## src/rtl/mem_copy_pkg.sv

```systemverilog
// Shared types and default widths for the block copier.
// MEMMOVE_EN (optional define) selects overlap-aware descending copies in mem_block_copier.
package mem_copy_pkg;

    localparam int unsigned ADDR_WIDTH = 32;
    localparam int unsigned DATA_WIDTH = 16;
    localparam int unsigned LEN_WIDTH  = 16;

    typedef enum logic [1:0] {
        IDLE  = 2'd0,
        PRIME = 2'd1,
        COPY  = 2'd2,
        DONE  = 2'd3
    } state_t;

    // Walk direction through the source/destination windows.
    typedef enum logic {
        DIR_UP   = 1'b0,
        DIR_DOWN = 1'b1
    } dir_t;

endpackage

```

## src/rtl/mem_block_copier_if.sv

```systemverilog
// Control handshake plus main_memory read/write port bundle for the block copier.
interface mem_block_copier_if #(
    parameter int unsigned ADDR_WIDTH = mem_copy_pkg::ADDR_WIDTH,
    parameter int unsigned DATA_WIDTH = mem_copy_pkg::DATA_WIDTH,
    parameter int unsigned LEN_WIDTH  = mem_copy_pkg::LEN_WIDTH
);

    logic                  start;
    logic [ADDR_WIDTH-1:0] src_addr;
    logic [ADDR_WIDTH-1:0] dst_addr;
    logic [LEN_WIDTH-1:0]  length;
    logic                  busy;
    logic                  done;
    logic [ADDR_WIDTH-1:0] mem_read_addr;
    logic [ADDR_WIDTH-1:0] mem_write_addr;
    logic [DATA_WIDTH-1:0] mem_write_data;
    logic                  mem_write_ctrl;
    logic [DATA_WIDTH-1:0] mem_read_out;

    // Copier side: takes requests, drives the memory ports.
    modport master (
        input  start,
        input  src_addr,
        input  dst_addr,
        input  length,
        input  mem_read_out,
        output busy,
        output done,
        output mem_read_addr,
        output mem_write_addr,
        output mem_write_data,
        output mem_write_ctrl
    );

    // Environment side: control logic plus the attached memory.
    modport slave (
        output start,
        output src_addr,
        output dst_addr,
        output length,
        output mem_read_out,
        input  busy,
        input  done,
        input  mem_read_addr,
        input  mem_write_addr,
        input  mem_write_data,
        input  mem_write_ctrl
    );

endinterface

```

## src/rtl/mem_block_copier.sv

```systemverilog
// DMA-style block copier driving a main_memory with 1-cycle registered reads.
// One word per cycle: PRIME issues the first read, each COPY cycle writes the
// word read in the previous cycle while issuing the next read.
// Optional define MEMMOVE_EN: overlapping forward copies run descending so the
// destination receives the original source data.
module mem_block_copier #(
    parameter int unsigned ADDR_WIDTH = mem_copy_pkg::ADDR_WIDTH,
    parameter int unsigned DATA_WIDTH = mem_copy_pkg::DATA_WIDTH,
    parameter int unsigned LEN_WIDTH  = mem_copy_pkg::LEN_WIDTH
) (
    input  logic               clock,
    input  logic               reset,
    mem_block_copier_if.master bus
);

    import mem_copy_pkg::*;

    // One extra bit so a full 2^LEN_WIDTH-1 transfer compares cleanly.
    localparam int unsigned CNT_WIDTH = LEN_WIDTH + 1;
    localparam logic [ADDR_WIDTH-1:0] ADDR_ONE = ADDR_WIDTH'(1);
    localparam logic [CNT_WIDTH-1:0]  CNT_ONE  = CNT_WIDTH'(1);

    state_t                state;
    state_t                state_next;
    logic [ADDR_WIDTH-1:0] rd_addr;
    logic [ADDR_WIDTH-1:0] wr_addr;
    logic [ADDR_WIDTH-1:0] rd_addr_next_c;
    logic [ADDR_WIDTH-1:0] wr_addr_next_c;
    logic [ADDR_WIDTH-1:0] rd_addr_start_c;
    logic [ADDR_WIDTH-1:0] wr_addr_start_c;
    logic [CNT_WIDTH-1:0]  len_q;
    logic [CNT_WIDTH-1:0]  count;
    logic                  busy_q;
    logic                  done_q;
    logic                  wr_en_q;
    logic                  accept_c;
    logic                  last_c;

    assign accept_c = (state == IDLE) && bus.start;
    assign last_c   = (state == COPY) && (count == len_q);

`ifdef MEMMOVE_EN
    localparam int unsigned CMP_WIDTH =
        ((ADDR_WIDTH > LEN_WIDTH) ? ADDR_WIDTH : LEN_WIDTH) + 1;

    logic [ADDR_WIDTH-1:0] gap_c;
    logic [ADDR_WIDTH-1:0] span_c;
    logic                  overlap_c;
    dir_t                  dir_c;
    dir_t                  dir_q;

    // Destination starts inside the source window (modulo address space).
    assign gap_c     = bus.dst_addr - bus.src_addr;
    assign overlap_c = (gap_c != '0) && (CMP_WIDTH'(gap_c) < CMP_WIDTH'(bus.length));
    assign dir_c     = overlap_c ? DIR_DOWN : DIR_UP;
    assign span_c    = ADDR_WIDTH'(bus.length) - ADDR_ONE;

    // Descending copies start at the top word of each window.
    assign rd_addr_start_c = (dir_c == DIR_DOWN) ? bus.src_addr + span_c : bus.src_addr;
    assign wr_addr_start_c = (dir_c == DIR_DOWN) ? bus.dst_addr + span_c : bus.dst_addr;
    assign rd_addr_next_c  = (dir_q == DIR_DOWN) ? rd_addr - ADDR_ONE : rd_addr + ADDR_ONE;
    assign wr_addr_next_c  = (dir_q == DIR_DOWN) ? wr_addr - ADDR_ONE : wr_addr + ADDR_ONE;

    // Direction is fixed for the whole transfer when the request is accepted.
    always_ff @(posedge clock or posedge reset) begin
        if (reset) begin
            dir_q <= DIR_UP;
        end else if (accept_c) begin
            dir_q <= dir_c;
        end
    end
`else
    assign rd_addr_start_c = bus.src_addr;
    assign wr_addr_start_c = bus.dst_addr;
    assign rd_addr_next_c  = rd_addr + ADDR_ONE;
    assign wr_addr_next_c  = wr_addr + ADDR_ONE;
`endif

    // State register.
    always_ff @(posedge clock or posedge reset) begin
        if (reset) begin
            state <= IDLE;
        end else begin
            state <= state_next;
        end
    end

    // Next-state decode.
    always_comb begin
        state_next = state;
        case (state)
            IDLE: begin
                if (bus.start) begin
                    state_next = (bus.length != '0) ? PRIME : DONE;
                end
            end
            PRIME: begin
                state_next = COPY;
            end
            COPY: begin
                if (last_c) begin
                    state_next = DONE;
                end
            end
            DONE: begin
                state_next = IDLE;
            end
            default: begin
                state_next = IDLE;
            end
        endcase
    end

    // Status and write strobe registered from the upcoming state.
    always_ff @(posedge clock or posedge reset) begin
        if (reset) begin
            busy_q  <= 1'b0;
            done_q  <= 1'b0;
            wr_en_q <= 1'b0;
        end else begin
            busy_q  <= (state_next == PRIME) || (state_next == COPY);
            done_q  <= (state_next == DONE);
            wr_en_q <= (state_next == COPY);
        end
    end

    // Address and word-count pipeline; read address runs one word ahead of write.
    always_ff @(posedge clock or posedge reset) begin
        if (reset) begin
            rd_addr <= '0;
            wr_addr <= '0;
            len_q   <= '0;
            count   <= '0;
        end else if (accept_c) begin
            rd_addr <= rd_addr_start_c;
            wr_addr <= wr_addr_start_c;
            len_q   <= {1'b0, bus.length};
            count   <= CNT_ONE;
        end else if (state == PRIME) begin
            rd_addr <= rd_addr_next_c;
        end else if (state == COPY) begin
            rd_addr <= rd_addr_next_c;
            wr_addr <= wr_addr_next_c;
            count   <= count + CNT_ONE;
        end
    end

    // Memory-port and status drive; write data passes straight from read_out.
    assign bus.busy           = busy_q;
    assign bus.done           = done_q;
    assign bus.mem_read_addr  = rd_addr;
    assign bus.mem_write_addr = wr_addr;
    assign bus.mem_write_ctrl = wr_en_q;
    assign bus.mem_write_data = bus.mem_read_out;

endmodule

```

## src/flat_wrapper.sv

```systemverilog
// flat-port wrapper written by rule: the top's interface ports become plain ports
module mem_block_copier_flat import mem_copy_pkg::*;
#(
    parameter int unsigned ADDR_WIDTH = mem_copy_pkg::ADDR_WIDTH,
    parameter int unsigned DATA_WIDTH = mem_copy_pkg::DATA_WIDTH,
    parameter int unsigned LEN_WIDTH  = mem_copy_pkg::LEN_WIDTH
)
  (clock, reset, bus_start, bus_src_addr, bus_dst_addr, bus_length, bus_mem_read_out, bus_busy, bus_done, bus_mem_read_addr, bus_mem_write_addr, bus_mem_write_data, bus_mem_write_ctrl);
  mem_block_copier_if #(.ADDR_WIDTH(ADDR_WIDTH), .DATA_WIDTH(DATA_WIDTH), .LEN_WIDTH(LEN_WIDTH)) bus_i ();
  input  logic clock;
  input  logic reset;
  input wire logic [$bits(bus_i.start)-1:0] bus_start;
  input wire logic [$bits(bus_i.src_addr)-1:0] bus_src_addr;
  input wire logic [$bits(bus_i.dst_addr)-1:0] bus_dst_addr;
  input wire logic [$bits(bus_i.length)-1:0] bus_length;
  input wire logic [$bits(bus_i.mem_read_out)-1:0] bus_mem_read_out;
  output wire logic [$bits(bus_i.busy)-1:0] bus_busy;
  output wire logic [$bits(bus_i.done)-1:0] bus_done;
  output wire logic [$bits(bus_i.mem_read_addr)-1:0] bus_mem_read_addr;
  output wire logic [$bits(bus_i.mem_write_addr)-1:0] bus_mem_write_addr;
  output wire logic [$bits(bus_i.mem_write_data)-1:0] bus_mem_write_data;
  output wire logic [$bits(bus_i.mem_write_ctrl)-1:0] bus_mem_write_ctrl;
  assign bus_i.start = bus_start;
  assign bus_i.src_addr = bus_src_addr;
  assign bus_i.dst_addr = bus_dst_addr;
  assign bus_i.length = bus_length;
  assign bus_i.mem_read_out = bus_mem_read_out;
  assign bus_busy = bus_i.busy;
  assign bus_done = bus_i.done;
  assign bus_mem_read_addr = bus_i.mem_read_addr;
  assign bus_mem_write_addr = bus_i.mem_write_addr;
  assign bus_mem_write_data = bus_i.mem_write_data;
  assign bus_mem_write_ctrl = bus_i.mem_write_ctrl;
  mem_block_copier #(.ADDR_WIDTH(ADDR_WIDTH), .DATA_WIDTH(DATA_WIDTH), .LEN_WIDTH(LEN_WIDTH)) u_core (.clock(clock), .reset(reset), .bus(bus_i));
endmodule
```

## config.mk

```make
export PLATFORM = sky130hd
export DESIGN_NAME = mem_block_copier_flat
export DESIGN_NICKNAME = d
export VERILOG_FILES = /design/src/rtl/mem_copy_pkg.sv /design/src/rtl/mem_block_copier_if.sv /design/src/rtl/mem_block_copier.sv /design/src/flat_wrapper.sv
export SDC_FILE = /design/constraint.sdc
export NUM_CORES = 1
export LEC_CHECK = 0
export CAP_MARGIN = 20
export CORE_UTILIZATION = 35
export CTS_BUF_LIST = sky130_fd_sc_hd__clkbuf_4 sky130_fd_sc_hd__clkbuf_8 sky130_fd_sc_hd__clkbuf_16
export DETAILED_ROUTE_END_ITERATION = 10
export GPL_TIMING_DRIVEN = 0
export PLACE_DENSITY_LB_ADDON = 0.08
export SYNTH_ARGS = -nofsm -noshare
export SYNTH_HDL_FRONTEND = slang
export SYNTH_SLANG_ARGS = --single-unit
```

## constraint.sdc

```tcl
create_clock -name clock -period 6.2 [get_ports clock]
set_clock_uncertainty 0.2 [all_clocks]
set_input_delay 0.62 -clock clock [delete_from_list [all_inputs] [get_ports clock]]
set_output_delay 0.62 -clock clock [all_outputs]
set_load 0.005 [all_outputs]
```

==> flow_summary.toml <==
[status]
run_status = "finished clean"

[global_route]
track_usage_pct = 22.33
grt_first_pass_wirelength_mm = 29.10
via_count_of_the_first_global_routing_pass = 5549
grt_antenna_before_repair = 0
largest_net_degree_at_the_start_of_global_routing = 63
global_route.overflow_total = 0

[setup_path]
critical_path_sink = "u_core.bus.mem_read_addr[2]$_DFFE_PP0P_"
worst_r2r_endpoint = "u_core.bus.mem_read_addr[2]$_DFFE_PP0P_"
regToRegSetupSlack_ps = 3310
arrival_ps = 3090
worstPathMaxFanout = 10
crit_type = "primary input to register"
timing.critical_path.from_type = "primary input"
crit-reg2reg-launch = "u_core.state[0]$_DFF_PP0_"
critical_path_required_ps = 6260
crit_path_start = "bus_start"
ff2ff_path_depth = 8
critical_path_endpoint_category = "register"

[logic_synthesis]
synth_fa_ha_area_share_pct = 1.731
postSynth.asyncResetShare_pct = 100.0
synth_enable_flop_cells = 0
yosys.area_share.xor_xnor_pct = 9.089
postSynth.topFlopCell = "sky130_fd_sc_hd__dfrtp_1"
post_synth.cell_area_avg_sq_um = 8.708
syn_nets = 771
post_synth_mux_area_share_pct = 0.7141
yosysTopAreaCellShare_pct = 44.15
synth-compound-area-share_pct = 12.57
synth_top_family_by_area = "simple AND/OR/NAND/NOR gates"
synthDominantAreaCellType = "sky130_fd_sc_hd__dfrtp_1"
synth.cell_area_sq_mm = 0.005782
yosysSeqAreaShare_pct = 44.15
synth_area_leaders = "sky130_fd_sc_hd__dfrtp_1 44%, sky130_fd_sc_hd__nand2_1 7.9%, sky130_fd_sc_hd__xor2_1 5.2%"
synth-warning-count = 0
synth_seq_cells = 102
netlist_instances = 664
post_synth_simple_gate_area_pct = 26.92
ys_types = 50

[power]
switching_power_mw = 1.444
internal_power_mw = 2.073
max-vdd-ir-drop_v = 0.0001706
power_density_mw_per_mm2 = 439.0
swShare_pct = 41.06
clockPowerShare_pct = 15.7
leakage_dissipation_nw = 3.227
sequentialPowerShare_pct = 36.5
power.combinational.fraction_pct = 47.8

[clocking]
cts.sinks = 102
cts.clk_slew.worst_paths_ps = 70
tritoncts_clock_tree = "built"
postCtsResizedCells = 0
cts_buffers = 9
ctsLongestPathBuffers = 2
cts_root_buf = "sky130_fd_sc_hd__clkbuf_16"
postCtsHoldBufs = 0
insertion_delay_ps = 350
postCtsSetupBuffers = 0
cts-htree-levels = 3

[sta]
min_period_over_period_pct = 48.98
rsz0062_at_grt = "false"
final_period_minus_worst_setup_slack_ps = 3037
setup_viol_count_final = 0
slew_headroom_pct = 33.62
timing.fmax_mhz = 329.3
transition_at_the_pin_with_the_smallest_max_transition_slack_ps = 986.6
timing.hold.ws_ps = 298.9
timing.final.max_slew_violations = 0
hold_viol = 0
timing.setup.tns_ps = 0

[detailed_routing]
dr_total_vias = 5686
wl_mm = 18.51
drt_pass1_iterations = 5
ant_nets = 0
drc = 0
initialDrtViolationCount = 401
route.detailed.wl_per_inst_um = 17.45
detail_routed_via_count_per_cell = 5.359

[cells_and_area]
post_route_cells_drive_above_1_share_pct = 5.917
synthToLayoutAreaGrowth_pct = 38.61
nFillCells = 1541
antenna_cells = 0
nNetsFinal = 948

[min_path]
timing.hold.worst.class = "register to register"
hp-start = "u_core.len_q[1]$_DFFE_PP0P_"

[floorplanning]
die-area_sq_mm = 0.01704
row_count = 46
die_w_um = 130.5
floorplan.initialDensity_pct = 36.14
core_area_sq_mm = 0.01600
die_height_um = 130.5
num_io_pins = 182

[run]
maxCapViolations = 0

[place]
dp_hpwl_mm = 13.60
numPortBuffers = 165
place.gp.congestion = 0.8485
[sequential cells by signal, indices dropped and copies added (netlist names)]
register	count
u_core.bus.mem_write_ctrl	1
u_core.bus.busy	1
u_core.bus.mem_write_addr	32
u_core.state	2
u_core.bus.mem_read_addr	32
u_core.count	17
u_core.bus.done	1
u_core.len_q	16
[logic make-up (layout without fill, tap and decap cells)]
group | after synthesis | count (layout)
and+or+nand+nor | 308 | 308
adders and majority gates | 8 | 8
buffers and inverters | 57 | 238
muxes | 4 | 4
DFF | 102 | 102
AOI/OAI and AO/OA | 125 | 125
xor gates and xnor gates | 60 | 60
[cell usage after synthesis, types with 3 or more instances]
cell / n
sky130_fd_sc_hd__clkbuf_1: 24
sky130_fd_sc_hd__nor2_1: 39
sky130_fd_sc_hd__and3_1: 15
sky130_fd_sc_hd__a2bb2oi_1: 7
sky130_fd_sc_hd__nor4_1: 10
sky130_fd_sc_hd__xor2_1: 34
sky130_fd_sc_hd__or3_1: 3
sky130_fd_sc_hd__nand3_1: 35
sky130_fd_sc_hd__a21oi_1: 42
sky130_fd_sc_hd__and2_1: 6
sky130_fd_sc_hd__buf_4: 16
sky130_fd_sc_hd__dfrtp_1: 102
sky130_fd_sc_hd__and4_1: 9
sky130_fd_sc_hd__o22ai_1: 10
sky130_fd_sc_hd__buf_1: 3
sky130_fd_sc_hd__xnor2_1: 26
sky130_fd_sc_hd__ha_1: 8
sky130_fd_sc_hd__o21ai_0: 46
sky130_fd_sc_hd__nand2_1: 122
sky130_fd_sc_hd__mux2i_1: 3
sky130_fd_sc_hd__nor3_1: 14
sky130_fd_sc_hd__nand4_1: 39
sky130_fd_sc_hd__or4_1: 3
sky130_fd_sc_hd__inv_1: 10
[through the flow]
| stage | cell area, sq um | power (mW) | setup slack, ps | util (%) | cells |
|---|---|---|---|---|---|
| 2_1_floorplan | 5782 | 2.114 | 2705 | - | 664 |
| 3_3_place_gp | 7704 | 2.935 | 937.5 | 48.15 | 1045 |
| 3_5_place_dp | 7734 | 2.966 | 2733 | 48.33 | 1046 |
| 4_1_cts | 8014 | 3.534 | 3096 | 50.09 | 1061 |
| 5_1_grt | 8014 | 3.781 | 2941 | 50.09 | 1061 |
| 6_report | 8014 | 3.518 | 3163 | 50.09 | 1061 |
[area by class of cell]
| cell class | count | area (sq um) | share of cell area [%] |
|---|---|---|---|
| Sequential cell | 102 | 2552 | 31.85 |
| Clock buffer | 14 | 275.3 | 3.435 |
| Tap cell | 216 | 270.3 | 3.372 |
| Timing Repair Buffer | 166 | 1679 | 20.95 |
| Multi-Input combinational cell | 505 | 2950 | 36.81 |
| Buffer | 47 | 241.5 | 3.013 |
| Clock inverter | 1 | 5.005 | 0.06245 |
| Inverter | 10 | 40.04 | 0.4996 |
[metal layers]
layer	GRT usage, %	part of all wire [%]	wire (um)	vias to the layer above
met3	4.845	7.7	1418	21
met4	8.654	1.8	326	0
li1	-	-	-	2703
met2	35.54	47	8663	226
met5	0	0	0	-
met1	29.66	44	8102	2736
[power by group through the flow]
stage,Combinational (mW),Clock [mW],Sequential [mW]
floorplan,0.886,0,1.23
global placement,1.66,0,1.28
detailed placement,1.68,0,1.28
CTS,1.69,0.564,1.28
global route,1.86,0.593,1.32
finish,1.68,0.553,1.28
[cell usage in the layout (no fill, tap or decap), drive strengths merged, types with 3 or more instances in the layout]
master / count
buf: 22
nand2: 122
a21oi: 42
nor3: 16
clkbuf: 40
and3: 15
a2bb2oi: 7
xnor2: 26
ha: 8
o22ai: 10
mux2i: 3
nor2: 41
clkdlybuf4s50: 165
o21ai: 48
nor4: 13
or3: 3
dfrtp: 102
nand3: 36
or4: 3
inv: 10
and2: 6
and4: 9
xor2: 34
nand4: 41
[worst min path at each step]
stage                                              end  slack [ps]  cells after the start
after detailed placement   u_core.len_q[1]$_DFFE_PP0P_         280                      2
final                      u_core.len_q[1]$_DFFE_PP0P_         300                      2
after floorplan           u_core.len_q[13]$_DFFE_PP0P_         270                      2
after CTS                  u_core.len_q[1]$_DFFE_PP0P_         300                      2
after global placement     u_core.len_q[2]$_DFFE_PP0P_         290                      2
after global routing      u_core.len_q[12]$_DFFE_PP0P_         330                      2
[critical path: stages]
cell                              delay, ps
sky130_fd_sc_hd__clkdlybuf4s50_1        580
sky130_fd_sc_hd__and2_1                 180
sky130_fd_sc_hd__clkbuf_1               410
sky130_fd_sc_hd__clkbuf_1               580
sky130_fd_sc_hd__buf_1                  510
sky130_fd_sc_hd__nand2_1                100
sky130_fd_sc_hd__o21ai_0                100
(Power assumes the default switching activity.)
